File: src/rtl/ara_pkg.sv
// Shared types for the lane VRF write path: instruction ids, element data, and
// the registered write bundle handed from the FU result arbiter to the VRF bank.
package ara_pkg;

  localparam int unsigned NrVInsn      = 8;
  localparam int unsigned ELEN         = 64;
  // Widest VRF element address carried in the write bundle; narrower vaddr_t
  // values are zero-extended into it.
  localparam int unsigned VrfAddrWidth = 16;

  typedef logic [$clog2(NrVInsn)-1:0] vid_t;
  typedef logic [ELEN-1:0]            elen_t;
  typedef logic [ELEN/8-1:0]          elen_strb_t;
  typedef logic [VrfAddrWidth-1:0]    vrf_addr_t;

  typedef enum logic {
    WrSrcAlu  = 1'b0,
    WrSrcMfpu = 1'b1
  } wr_src_e;

  typedef struct packed {
    vid_t       id;
    vrf_addr_t  addr;
    elen_t      wdata;
    elen_strb_t be;
    wr_src_e    src;
  } vrf_wr_req_t;

endpackage

File: src/rtl/rr_arb_2.sv
// Two-way round-robin arbiter: bit 0 = ALU, bit 1 = MFPU. When both request,
// the one not granted last wins; the pointer only moves on an actual grant.
module rr_arb_2
  import ara_pkg::*;
(
  input  logic       clk_i,
  input  logic       rst_i,
  input  logic [1:0] req_i,
  input  logic       en_i,
  output logic [1:0] gnt_o
);

  wr_src_e last_q;

  // NOTE: every always_comb output gets a default first so no path leaves it
  // unassigned; a missing default infers a latch.
  always_comb begin
    gnt_o = 2'b00;
    if (en_i) begin
      if (req_i[0] && (!req_i[1] || last_q == WrSrcMfpu)) gnt_o[0] = 1'b1;
      else if (req_i[1])                                   gnt_o[1] = 1'b1;
    end
  end

  // NOTE: sequential state uses non-blocking assignments so every flop samples
  // pre-edge values regardless of block ordering.
  always_ff @(posedge clk_i or posedge rst_i) begin
    if (rst_i)       last_q <= WrSrcMfpu;  // makes the ALU win the first tie
    else if (|gnt_o) last_q <= gnt_o[1] ? WrSrcMfpu : WrSrcAlu;
  end

endmodule

File: src/rtl/vfu_result_wr_arbiter.sv
// Per-lane VRF write-port arbiter between the vector ALU and MFPU result paths,
// with a one-entry registered output stage. Optional perf counters: VFU_RESULT_ARB_PERF_CNT_EN.
module vfu_result_wr_arbiter
  import ara_pkg::*;
#(
  parameter  int unsigned NrLanes   = 0,
  parameter  type         vaddr_t   = logic,
  localparam int unsigned DataWidth = $bits(elen_t),
  localparam type         strb_t    = logic [DataWidth/8-1:0]
) (
  input  logic                 clk_i,
  input  logic                 rst_i,
  input  logic                 alu_req_i,
  input  vid_t                 alu_id_i,
  input  vaddr_t               alu_addr_i,
  input  logic [DataWidth-1:0] alu_wdata_i,
  input  strb_t                alu_be_i,
  output logic                 alu_gnt_o,
  input  logic                 mfpu_req_i,
  input  vid_t                 mfpu_id_i,
  input  vaddr_t               mfpu_addr_i,
  input  logic [DataWidth-1:0] mfpu_wdata_i,
  input  strb_t                mfpu_be_i,
  output logic                 mfpu_gnt_o,
  output logic                 vrf_req_o,
  output vid_t                 vrf_id_o,
  output vaddr_t               vrf_addr_o,
  output logic [DataWidth-1:0] vrf_wdata_o,
  output strb_t                vrf_be_o,
  output logic                 vrf_src_o,
  input  logic                 vrf_gnt_i
`ifdef VFU_RESULT_ARB_PERF_CNT_EN
  ,
  output logic [31:0]          alu_wr_cnt_o,
  output logic [31:0]          mfpu_wr_cnt_o,
  output logic [31:0]          stall_cnt_o
`endif
);

  vrf_wr_req_t stage_q, stage_d;
  logic        valid_q;
  logic        stage_free;
  logic [1:0]  gnt;

  // A draining write frees the stage in the same cycle, so a refill costs no bubble.
  assign stage_free = !valid_q || vrf_gnt_i;

  rr_arb_2 i_rr_arb (
    .clk_i (clk_i),
    .rst_i (rst_i),
    .req_i ({mfpu_req_i, alu_req_i}),
    .en_i  (stage_free),
    .gnt_o (gnt)
  );

  assign alu_gnt_o  = gnt[0];
  assign mfpu_gnt_o = gnt[1];

  always_comb begin
    stage_d = stage_q;
    if (gnt[0]) begin
      stage_d = '{id: alu_id_i, addr: vrf_addr_t'(alu_addr_i), wdata: alu_wdata_i,
                  be: alu_be_i, src: WrSrcAlu};
    end else if (gnt[1]) begin
      stage_d = '{id: mfpu_id_i, addr: vrf_addr_t'(mfpu_addr_i), wdata: mfpu_wdata_i,
                  be: mfpu_be_i, src: WrSrcMfpu};
    end
  end

  // NOTE: the stage payload is reset along with its valid bit because the
  // bundle is visible on the ports and must read 0 out of reset.
  always_ff @(posedge clk_i or posedge rst_i) begin
    if (rst_i) begin
      valid_q <= 1'b0;
      stage_q <= '0;
    end else begin
      valid_q <= (|gnt) || (valid_q && !vrf_gnt_i);
      stage_q <= stage_d;
    end
  end

  assign vrf_req_o   = valid_q;
  assign vrf_id_o    = stage_q.id;
  assign vrf_addr_o  = vaddr_t'(stage_q.addr);
  assign vrf_wdata_o = stage_q.wdata;
  assign vrf_be_o    = stage_q.be;
  assign vrf_src_o   = stage_q.src;

`ifdef VFU_RESULT_ARB_PERF_CNT_EN
  always_ff @(posedge clk_i or posedge rst_i) begin
    if (rst_i) begin
      alu_wr_cnt_o  <= '0;
      mfpu_wr_cnt_o <= '0;
      stall_cnt_o   <= '0;
    end else begin
      if (gnt[0]) alu_wr_cnt_o  <= alu_wr_cnt_o + 32'd1;
      if (gnt[1]) mfpu_wr_cnt_o <= mfpu_wr_cnt_o + 32'd1;
      if ((alu_req_i || mfpu_req_i) && !(|gnt)) stall_cnt_o <= stall_cnt_o + 32'd1;
    end
  end
`endif

endmodule

File: config.mk
export PLATFORM = sky130hd
export DESIGN_NAME = vfu_result_wr_arbiter
export DESIGN_NICKNAME = d
export VERILOG_FILES = /design/src/rtl/ara_pkg.sv /design/src/rtl/rr_arb_2.sv /design/src/rtl/vfu_result_wr_arbiter.sv
export SDC_FILE = /design/constraint.sdc
export NUM_CORES = 1
export LEC_CHECK = 0
export ABC_AREA = 1
export BUFFER_PORTS_ARGS = -buffer_cell sky130_fd_sc_hd__buf_2
export CAP_MARGIN = 20
export CORE_ASPECT_RATIO = 0.75
export CORE_MARGIN = 2
export CORE_UTILIZATION = 38
export DETAILED_ROUTE_END_ITERATION = 8
export GPL_TIMING_DRIVEN = 0
export MAX_ROUTING_LAYER = met4
export PLACE_DENSITY_LB_ADDON = 0.25
export RECOVER_POWER = 25
export SYNTH_ARGS = -nofsm -noshare
export SYNTH_HDL_FRONTEND = slang
export SYNTH_HIERARCHICAL = 1
export SYNTH_SLANG_ARGS = --single-unit
File: constraint.sdc
create_clock -name clk_i -period 2.8 [get_ports clk_i]
set_clock_uncertainty 0.05 [all_clocks]
set_input_delay 0.84 -clock clk_i [delete_from_list [all_inputs] [get_ports clk_i]]
set_output_delay 0.84 -clock clk_i [all_outputs]
set_load 0.005 [all_outputs]
After elaboration in Yosys (flattened, before gate mapping) --
Cells that the tools add are included.
Storage, ports and cells: register bits 79, input port bits 157, output and inout bits 80, logic and storage cells 24
Operators by class: mux-type cells 7, reductions and logical operators 10
Operator list (count):
- two-way mux 92 bit | 2
- two-way mux 1 bit | 4
- logical NOT 1 bit | 3
- logical OR 1 bit | 3
- logical AND 1 bit | 2
- two-way mux 2 bit | 1
- nonzero test 2 bit | 1
- OR reduction 2 bit | 1

Longest topological paths before layout --
Gate-level depths: netlist (run 1).
depth in word-level cells 7, depth in mapped cells 10, mapped depth without buffers 7

By module --
Netlist (run 1), hierarchy kept.
Modules (own cells, without submodules):
- vfu_result_wr_arbiter | instances 1, cells an instance 424, area each 3538.4 µm², seq. area each 1951.9 µm²
- rr_arb_2 | instances 1, cells an instance 11, area each 73.8 µm², seq. area each 26.3 µm²

Worst setup path after synthesis (run 1) --
No wires, ideal clock.
path type input to output, from input port vrf_gnt_i, to output port mfpu_gnt_o, arrival 1.191 ns, data required time 1.910 ns, path slack 0.719 ns, stages 4, buffers on the path 0, cells stage by stage inv_1 > nand2_1 > nand2_1 > a21oi_1
Between the ends: longest elaborated chain between the ends 2
RTL lines:
- start: declaration | RTL line vfu_result_wr_arbiter.sv:31 | input logic vrf_gnt_i
- logical OR 1 bit | RTL line vfu_result_wr_arbiter.sv:46 | assign stage_free = !valid_q || vrf_gnt_i;
- named net stage_free | RTL line vfu_result_wr_arbiter.sv:42 | logic stage_free;
- two-way mux 2 bit | RTL line rr_arb_2.sv:19 | if (en_i) begin
- end: declaration | RTL line vfu_result_wr_arbiter.sv:24 | output logic mfpu_gnt_o,
The timed path passes the listed nets, and every way through them passes these cells.

Worst setup path in the final report (run 1) --
Ends and elaborated chain as after synthesis.

==> out/qor.log, run 1 <==
INFO  status         run_status=finished with violations
INFO  status         failed_checks=max-capacitance violations, max-slew violations
INFO  route          wl_per_cell=14.26µm
INFO  synthesis      synth_most_common_cell=nand2_1
INFO  sta            slew_violations=38
INFO  sta            unrepaired_setup_endpoints_after_global_routing=false
INFO  power          power_report.internal_total=2.799mW
INFO  cells_and_area area_growth_syn_to_layout=46.76%
INFO  sta            hold-worst-slack=0.4237ns
INFO  clock_tree     cts.repair.resized=0
INFO  cells_and_area design_area=5301µm²
INFO  route          first_pass_iters=4
INFO  power          switchingPower=1.179mW
INFO  power          power.share.combinational=27.1%
INFO  synthesis      synth.distinct_cells=15
INFO  job            maxCapViolations=1
INFO  worst_hold_path hold_path.class=reg -> reg
INFO  floorplan      die_height=88.44µm
INFO  placement      dpl_cell_area=4977µm²
INFO  power          power.density=750.4nW/µm²
INFO  cells_and_area antenna_cells=0
INFO  power          power.share.switching=29.65%
INFO  global_route   grt_max_degree=42
INFO  synthesis      synthTopCellsByArea=dfrtp_1, nand3_1, nand2_1, buf_4, buf_2
INFO  synthesis      yosysWarnings=6
INFO  clock_tree     cts_buffers=9
INFO  power          peakVddDrop=0.0002857V
INFO  synthesis      synth_common_cells=nand2_1, nand3_1, dfrtp_1, buf_2, buf_4
INFO  clock_tree     count_of_hold_fix_buffers_inserted_at_cts=0
INFO  critical_path  timing.critical_path.fanout_max=3
INFO  synthesis      postSynth.topFlopCell=dfrtp_1
INFO  route          violation_count_after_the_first_detailed_route_iteration=228
INFO  clock_tree     cts_htree_levels=3
INFO  sta            finalHoldViolations=0
INFO  sta            fmax=0.4180GHz
INFO  floorplan      die-width=116.6µm
INFO  synthesis      post-synth-top-area-fraction=54.04%
INFO  clock_tree     max-clock-path-buffers=2
INFO  floorplan      row_count=30
INFO  synthesis      syn-mean-instance-area=8.304µm²
INFO  power          total_chip_power=3.978mW
INFO  synthesis      synth_seq_cells=79
INFO  worst_hold_path hold_path_depth=2
INFO  sta            timing.setup.tns=0ns
INFO  sta            final.setup.worst_slack=0.4078ns
INFO  worst_hold_path min_delay_worst_endpoint=vrf_wdata_o[62]
INFO  synthesis      synthesis.nets=592
INFO  global_route   first_global_vias=3566
INFO  clock_tree     cts_tree=done
INFO  critical_path  worst_r2r_endpoint=vrf_wdata_o[46]
INFO  critical_path  timing.critical_path.arrival=1.50ns
INFO  critical_path  setup.reg_to_reg.worst_slack=0.99ns
INFO  route          via_total_after_detailed_routing=3936
INFO  clock_tree     clock-sinks=79
INFO  global_route   track_usage=22.12%
INFO  clock_tree     clock_latency=0.32ns
INFO  route          maxUsedRoutingLayer=met4
INFO  floorplan      start_util=39.44%
INFO  sta            worst_slew_pin_slew=1.761ns
INFO  critical_path  req_time_crit_path=1.91ns
INFO  cells_and_area post_route_cells_drive_above_1_share=41.19%
INFO  worst_hold_path min_from=vrf_wdata_o[62]
INFO  synthesis      post_synth_inst_count=435
INFO  placement      place.port_buffers=236
INFO  critical_path  crit_type=in -> out
INFO  global_route   grt_first_pass_wirelength=17.04mm
INFO  critical_path  critical_path.startpoint_type=input port
INFO  sta            crit_share_post_route=85.43%
INFO  sta            finalCriticalPeriod=2.392ns
INFO  cells_and_area nNetsFinal=840
INFO  placement      hpwl=8.825mm
INFO  clock_tree     post_cts_setup_buffer_count=0
INFO  route          antenna_violating_nets_post_route=0
INFO  floorplan      num_io_pins=237
INFO  critical_path  regToRegStartpoint=vrf_req_o
INFO  global_route   antenna_violations_before_repair=0
INFO  clock_tree     clock_tree.root_cell=clkbuf_16
INFO  critical_path  r2r_cells=8
INFO  placement      place_ws=0.4303ns
INFO  sta            setup-violations-final=0
INFO  sta            max_slew_margin=-18.02%
INFO  power          p_leak=2.928nW
INFO  critical_path  critPathCaptureType=output pin
INFO  route          met1_length=5.004mm
INFO  route          drt-vias-per-instance=4.829
INFO  synthesis      synth-seq-area-share=54.76%
INFO  placement      finalWeightedCongestion=0.8158
INFO  synthesis      yosys.area.top_type=dfrtp_1
INFO  route          routed_wire_length_on_met2=5.484mm
INFO  power          power.share.clock=32.9%
INFO  floorplan      floorplan.die_area=10310µm²
INFO  route          drc=0
INFO  clock_tree     clkSlewWorstSetupHoldPaths=0.06ns
INFO  power          share_seq_of_total_power=39.9%
INFO  floorplan      core-area=9159µm²
INFO  route          drt-total-wl=11.62mm
INFO  synthesis      postSynth.asyncResetShare=100.0%
INFO  synthesis      synth_enable_flop_cells=0
INFO  route          wl_met3=993µm
INFO  global_route   gr-total-overflow=0
INFO  synthesis      synth.cell_area=3612µm²
[worst max-delay path: stages]
cell and delay, ns:
buf_2 0.07, inv_1 0.03, nand2_1 0.12, nand2_1 0.09, a21oi_1 0.20, buf_2 0.15
[cell usage in the layout, fill, tap and decap left out, drive strengths merged]
master	instances
buf	263
nand2	158
nand3	153
dfrtp	78
clkbuf	19
inv	6
bufinv	3
nor2	3
clkinvlp	1
clkinv	1
a21oi	1
dfstp	1
[power groups by stage]
stage               registers [mW]  clock network, mW  logic (mW)
finish                        1.59               1.31        1.08
global route                  1.62               1.39        1.21
CTS                           1.59               1.33        1.09
detailed placement            1.60                  0        1.09
global placement              1.59                  0        1.07
floorplan                     1.63                  0       0.491
[worst max-delay path by stage]
stage,from,to,slack [ns],depth (start not counted)
2_1_floorplan,vrf_gnt_i,mfpu_gnt_o,0.72,4
3_3_place_gp,rst_i,vrf_wdata_o[54],0.43,2
3_5_place_dp,vrf_gnt_i,mfpu_gnt_o,0.43,6
4_1_cts,vrf_gnt_i,mfpu_gnt_o,0.42,6
5_1_grt,vrf_gnt_i,mfpu_gnt_o,0.28,6
6_report,vrf_gnt_i,mfpu_gnt_o,0.41,6
[metrics by stage]
| stage | instances | util [%] |
|---|---|---|
| final | 815 | 57.88 |
| after global routing | 815 | 57.88 |
| after CTS | 815 | 57.92 |
| after detailed placement | 800 | 54.34 |
| after global placement | 799 | 54.13 |
| after floorplan | 435 | - |
[metal layers]
layer,track usage (%),up-vias
met5,-,-
met4,5.989,0
met3,4.521,14
met2,36.10,203
met1,28.40,1794
li1,-,1925
[sequential cells by signal, summed over array words and instances (netlist names)]
| signal | flops |
|---|---|
| i_rr_arb/last_q | 1 |
| vrf_req_o | 1 |
| vrf_wdata_o | 64 |
| vrf_id_o | 3 |
| vrf_src_o | 1 |
| vrf_be_o | 8 |
| vrf_addr_o | 1 |
[cells by family after synthesis]
family / after synthesis / synth area share [%]
AND/OR/NAND/NOR: 314 / 38.34
buffers and inverters: 41 / 6.755
flip-flops: 79 / 54.76
AO/OA/AOI/OAI: 1 / 0.1384
[cell type report]
type	instances	area [µm²]
Tap cell	128	160.2
Fill cell	862	3857
Multi-Input combinational cell	315	1390
Clock inverter	4	95.09
Buffer	34	217.7
Sequential cell	79	1978
Timing Repair Buffer	237	1200
Inverter	7	27.53
Clock buffer	11	232.7
Power figures use the tool's default switching activity.
==> inputs of run 2 (changes only) <==
CORE_MARGIN = 3   (was 2)
REMOVE_ABC_BUFFERS = 1   (was default)
==> out/qor.log, run 2 (synthesis results as in run 1) <==
INFO  cells_and_area post_route_cells_drive_above_1_share=40.18% [-1.0 points]
INFO  critical_path  crit_slowest_cell=buf_12
INFO  global_route   first_global_vias=3614 [+1.3%]
INFO  clock_tree     cts_tree=done
INFO  floorplan      die-width=118.6µm [+1.7%]
INFO  sta            final.setup.worst_slack=0.08175ns [-0.3261 ns]
INFO  status         run_status=finished with violations
INFO  sta            finalHoldViolations=0 [unchanged]
INFO  floorplan      die_height=90.44µm [+2.3%]
INFO  sta            crit_share_post_route=97.08% [+12 points]
INFO  cells_and_area antenna_cells=0 [unchanged]
INFO  critical_path  crit_chain=buf_2, inv_1, nand2_1, nand3_4, clkinv_8, buf_12, buf_2
INFO  route          via_total_after_detailed_routing=3865 [-1.8%]
INFO  critical_path  timing.critical_path.fanout_max=41 [+38]
INFO  global_route   track_usage=21.14% [-0.98 points]
INFO  critical_path  critPathCaptureType=output pin
INFO  clock_tree     cts_htree_levels=3 [unchanged]
INFO  clock_tree     clock_tree.root_cell=clkbuf_16
INFO  cells_and_area final_cells=790 [-3.1%]
INFO  route          drt-total-wl=11.53mm [-0.82%]
INFO  clock_tree     clkSlewWorstSetupHoldPaths=0.05ns [about the same]
INFO  route          first_pass_iters=4 [unchanged]
INFO  route          drt-vias-per-instance=4.892 [+1.3%]
INFO  worst_hold_path hold_path.class=reg -> reg
INFO  critical_path  cp_slowest_stage_delay=0.21ns [about the same]
INFO  floorplan      core-area=9159µm² [unchanged]
INFO  sta            finalCriticalPeriod=2.718ns [+0.3261 ns]
INFO  power          total_chip_power=3.956mW [-0.55%]
INFO  global_route   grt_first_pass_wirelength=18.06mm [+6.0%]
INFO  placement      place.port_buffers=236 [unchanged]
INFO  placement      finalWeightedCongestion=0.7488 [-8.2%]
INFO  sta            max_slew_margin=-3.954% [+14 points]
INFO  sta            slew_violations=36 [-5.3%]
INFO  clock_tree     count_of_hold_fix_buffers_inserted_at_cts=0 [unchanged]
INFO  global_route   antenna_violations_before_repair=0 [unchanged]
INFO  cells_and_area design_area=5245µm² [-1.1%]
INFO  job            maxCapViolations=1 [unchanged]
INFO  cells_and_area commonest_non_fill_non_tap_cells_in_the_layout=buf_2, nand2_1, nand3_1, dfrtp_1, clkbuf_16
INFO  clock_tree     clock-sinks=79 [unchanged]
INFO  floorplan      floorplan.die_area=10720µm² [+4.0%]
INFO  global_route   gr-total-overflow=0 [unchanged]
INFO  critical_path  crit_type=in -> out
INFO  cells_and_area area_growth_syn_to_layout=45.20%
INFO  floorplan      num_io_pins=237 [unchanged]
INFO  status         failed_checks=max-capacitance violations, max-slew violations
INFO  placement      cell_total_after_placement=772 [-3.5%]
INFO  sta            timing.setup.tns=0ns [unchanged]
INFO  placement      hpwl=8.331mm [-5.6%]
INFO  placement      dpl_cell_area=4897µm² [-1.6%]
INFO  global_route   grt_max_degree=45 [+7.1%]
INFO  placement      place_ws=-0.2990ns [-0.7293 ns]
INFO  sta            fmax=0.3679GHz [-12%]
INFO  route          drc=0 [unchanged]
INFO  cells_and_area largest_reg_flops=64 [unchanged]
INFO  clock_tree     max-clock-path-buffers=2 [unchanged]
INFO  floorplan      row_count=30 [unchanged]
INFO  power          power.density=754.3nW/µm² [+0.52%]
INFO  sta            hold-worst-slack=0.4241ns [+0.0004080 ns]
INFO  sta            worst_slew_pin_slew=1.551ns [-0.2098 ns]
INFO  cells_and_area layout_commonest_cell=buf_2
INFO  critical_path  critical_path.most_common_cell=buf_2
INFO  sta            setup-violations-final=0 [unchanged]
INFO  route          violation_count_after_the_first_detailed_route_iteration=173 [-24%]
INFO  route          antenna_violating_nets_post_route=0 [unchanged]
INFO  power          peakVddDrop=0.0002866V [+0.28%]
INFO  sta            unrepaired_setup_endpoints_after_global_routing=false
INFO  cells_and_area finalCoreUtilization=57.27% [-0.61 points]
INFO  cells_and_area filler_cell_count=849 [-1.5%]
INFO  clock_tree     cts_buffers=9 [unchanged]
INFO  critical_path  timing.critical_path.arrival=1.83ns [+0.33 ns]
INFO  floorplan      start_util=39.44% [unchanged]
INFO  critical_path  critical_path.startpoint_type=input port
INFO  route          wl_per_cell=14.59µm [+2.3%]
INFO  power          p_leak=2.854nW [-2.5%]
INFO  clock_tree     clock_latency=0.32ns [about the same]
INFO  cells_and_area nNetsFinal=814 [-3.1%]
INFO  critical_path  req_time_crit_path=1.91ns [about the same]
==> run 2: metal layers <==
metal / routed length (µm) / part of all wire [%] / global-route usage [%]
met1: 4821 / 42 / 26.20
met2: 5719 / 50 / 35.08
met3: 886 / 7.7 / 5.322
met4: 102 / 0.88 / 5.014
met5: 0 / 0 / -
==> run 2: worst paths after layout <==
check                           cells after the start  slack, ns              end       startpoint
worst min register to register                      2       0.42  vrf_wdata_o[26]  vrf_wdata_o[26]
min in group asynchronous                           2       0.47  i_rr_arb/last_q            rst_i
worst max register to register                      9       0.76  vrf_wdata_o[50]  i_rr_arb/last_q
max in group asynchronous                           3       0.55   vrf_wdata_o[6]            rst_i
worst max-delay path                                7       0.08        alu_gnt_o        vrf_gnt_i
worst min-delay path                                2       0.42  vrf_wdata_o[26]  vrf_wdata_o[26]
==> run 2: final cells by class <==
class                           count  area [µm²]  area share, %
Sequential cell                    79        1978          37.71
Timing Repair inverter              1       8.758         0.1670
Clock buffer                       12       236.5          4.509
Timing Repair Buffer              244        1315          25.07
Multi-Input combinational cell    315        1409          26.86
Inverter                            7       40.04         0.7634
Tap cell                          128       160.2          3.053
Clock inverter                      4       97.59          1.861
==> run 2: what timing repair did <==
item                       4_1_cts  5_1_grt
pin swaps                        0        0
setup buffers                    1        0
setup endpoints to repair        2        1
cloned                           0        1
resized for setup                3        2
==> run 2: worst max-delay path, delay by kind of cell <==
kind	cells	cell delay (ns)
buffers and inverters	5	0.63
AND/OR/NAND/NOR	2	0.32
==> run 2: report_power, final <==
| group | switching (mW) | total, mW | internal [mW] | leakage [nW] |
|---|---|---|---|---|
| Sequential | 0.152 | 1.59 | 1.44 | 0.969 |
| Clock | 0.429 | 1.30 | 0.872 | 0.157 |
| Combinational | 0.584 | 1.07 | 0.483 | 1.73 |
| Total | 1.17 | 3.96 | 2.79 | 2.85 |
==> inputs of run 3 (changes only) <==
CORE_ASPECT_RATIO = default   (was 0.75)
==> out/qor.log, run 3 (synthesis results as in run 1) <==
INFO  power          power.density=695.3nW/µm² [-7.8%]
INFO  global_route   use_met3=4.695% [-0.63 points]
INFO  sta            finalCriticalPeriod=2.710ns [-0.008053 ns]
INFO  cells_and_area largest_reg_flops=64 [unchanged]
INFO  sta            finalHoldViolations=0 [unchanged]
INFO  clock_tree     cts_buffers=9 [unchanged]
INFO  sta            slew_violations=0 [-100%]
INFO  critical_path  r2r_cells=8 [-1]
INFO  critical_path  req_time_crit_path=1.91ns [about the same]
INFO  cells_and_area design_area=5087µm² [-3.0%]
INFO  global_route   global_route.usage.met2=33.38% [-1.7 points]
INFO  job            maxCapViolations=0 [-1]
INFO  clock_tree     clock_latency=0.35ns [+0.03 ns]
INFO  floorplan      die-width=103.5µm [-13%]
INFO  sta            final.setup.worst_slack=0.08981ns [+0.008053 ns]
INFO  critical_path  regToRegStartpoint=i_rr_arb/last_q
INFO  clock_tree     clock-sinks=79 [unchanged]
INFO  critical_path  timing.critical_path.fanout_max=43 [+4.9%]
INFO  global_route   track_usage=20.55% [-0.59 points]
INFO  clock_tree     max-clock-path-buffers=2 [unchanged]
INFO  route          drc=0 [unchanged]
INFO  cells_and_area commonest_non_fill_non_tap_cells_in_the_layout=buf_2, nand2_1, nand3_1, dfrtp_1, clkbuf_8
INFO  route          violation_count_after_the_first_detailed_route_iteration=139 [-20%]
INFO  sta            crit_share_post_route=96.79% [-0.29 points]
INFO  power          p_leak=2.785nW [-2.4%]
INFO  clock_tree     cts_tree=done
INFO  worst_hold_path hold_path.class=in -> async
INFO  route          first_pass_iters=5 [+1]
INFO  floorplan      floorplan.die_area=10710µm² [-0.12%]
INFO  status         run_status=finished clean
INFO  global_route   grt_max_degree=49 [+8.9%]
INFO  sta            unrepaired_setup_endpoints_after_global_routing=false
INFO  floorplan      row_count=34 [+13%]
INFO  cells_and_area antenna_cells=0 [unchanged]
INFO  power          peakVddDrop=0.0003188V [+11%]
INFO  critical_path  crit_type=in -> out
INFO  route          drt-total-wl=11.09mm [-3.8%]
INFO  global_route   first_global_vias=3400 [-5.9%]
INFO  clock_tree     clkSlewWorstSetupHoldPaths=0.09ns [+0.04 ns]
INFO  global_route   grt_first_pass_wirelength=16.47mm [-8.8%]
INFO  route          via_total_after_detailed_routing=3797 [-1.8%]
INFO  cells_and_area post_route_cells_drive_above_1_share=40.00% [-0.18 points]
INFO  critical_path  worst_r2r_endpoint=vrf_be_o[2]
INFO  placement      place.port_buffers=236 [unchanged]
INFO  cells_and_area nNetsFinal=812 [-0.25%]
INFO  cells_and_area finalCoreUtilization=56.68% [-0.59 points]
INFO  global_route   most_crowded_layer_gr=met2
INFO  placement      finalWeightedCongestion=0.7684 [+2.6%]
INFO  critical_path  setup.reg_to_reg.worst_slack=0.56ns [-0.20 ns]
INFO  placement      dpl_cell_area=4882µm² [-0.31%]
INFO  floorplan      die_height=103.5µm [+14%]
INFO  critical_path  critical_path.startpoint_type=input port
INFO  placement      hpwl=8.177mm [-1.8%]
INFO  floorplan      start_util=40.24% [+0.80 points]
INFO  cells_and_area area_growth_syn_to_layout=40.84%
INFO  sta            max_slew_margin=11.76% [+16 points]
INFO  route          drt-vias-per-instance=4.831 [-1.3%]
INFO  sta            fmax=0.3690GHz [+0.30%]
INFO  sta            setup-violations-final=0 [unchanged]
INFO  cells_and_area layout_commonest_cell=buf_2
INFO  critical_path  timing.critical_path.arrival=1.82ns [about the same]
INFO  critical_path  critPathCaptureType=output pin
INFO  floorplan      core-area=8976µm² [-2.0%]
INFO  placement      place_ws=-0.2933ns [+0.005672 ns]
INFO  sta            worst_slew_pin_slew=1.316ns [-0.2344 ns]
INFO  sta            timing.setup.tns=0ns [unchanged]
INFO  cells_and_area filler_cell_count=868 [+2.2%]
INFO  global_route   grtUsageMet1=25.78% [-0.43 points]
INFO  global_route   gr-total-overflow=0 [unchanged]
INFO  floorplan      num_io_pins=237 [unchanged]
INFO  clock_tree     cts_htree_levels=3 [unchanged]
INFO  clock_tree     count_of_hold_fix_buffers_inserted_at_cts=0 [unchanged]
INFO  clock_tree     clock_tree.root_cell=clkbuf_8
INFO  route          wl_per_cell=14.11µm [-3.3%]
INFO  route          antenna_violating_nets_post_route=0 [unchanged]
INFO  global_route   antenna_violations_before_repair=0 [unchanged]
run 3: cell count changes in the layout (fill, tap and decap cells not counted), sizes merged:
cell,change
clkinv,+1
buf,-1
bufinv,-1
inv,-1
run 3: repair_timing:
| item | in CTS | in global routing |
|---|---|---|
| gates cloned | 0 | 0 |
| pin swaps | 0 | 0 |
| gates resized for setup | 3 | 1 |
| setup endpoints to repair | 2 | 1 |
| setup buffers | 1 | 0 |
run 3: power breakdown:
group | switching, mW | internal, mW | total [mW]
registers | 0.149 | 1.43 | 1.58
clock network | 0.410 | 0.502 | 0.913
logic | 0.569 | 0.474 | 1.04
total | 1.13 | 2.41 | 3.54
run 3: stage by stage:
step           power, mW  hold slack [ns]  std cells
6_report           3.537           0.4230        786
5_1_grt            3.769           0.4359        786
4_1_cts            3.579           0.4314        786
3_5_place_dp       2.658           0.4134        769
3_3_place_gp       2.606           0.4097        763
2_1_floorplan      2.060           0.4256        401
run 3: final cells by class:
class	count	area (µm²)	area share (%)
repair buffers	243	1303	25.60
clock inverters	4	72.57	1.426
flip-flops and latches	79	1978	38.88
clock buffers	12	135.1	2.656
multi-input cells	315	1401	27.55
inverters	7	40.04	0.7870
well taps	126	157.7	3.099
run 3: metal layers:
layer | wire (µm) | part of all wire [%]
met4 | 143 | 1.3
met3 | 948 | 8.5
met1 | 4458 | 40
met5 | 0 | 0
met2 | 5544 | 50
run 3: worst max-delay path by stage:
stage | from | end | slack [ns] | cells after the start
2_1_floorplan | vrf_gnt_i | vrf_addr_o | -2.55 | 7
3_3_place_gp | vrf_gnt_i | vrf_id_o[1] | -5.20 | 8
3_5_place_dp | vrf_gnt_i | alu_gnt_o | -0.29 | 7
4_1_cts | vrf_gnt_i | alu_gnt_o | 0.03 | 7
5_1_grt | vrf_gnt_i | alu_gnt_o | 0.001 | 7
6_report | vrf_gnt_i | alu_gnt_o | 0.09 | 7
run 3: critical path, cell delays in order:
cell,delay (ns)
buf_2,0.10
inv_1,0.04
nand2_1,0.09
nand3_2,0.16
clkinv_8,0.18
buf_12,0.23
buf_2,0.14
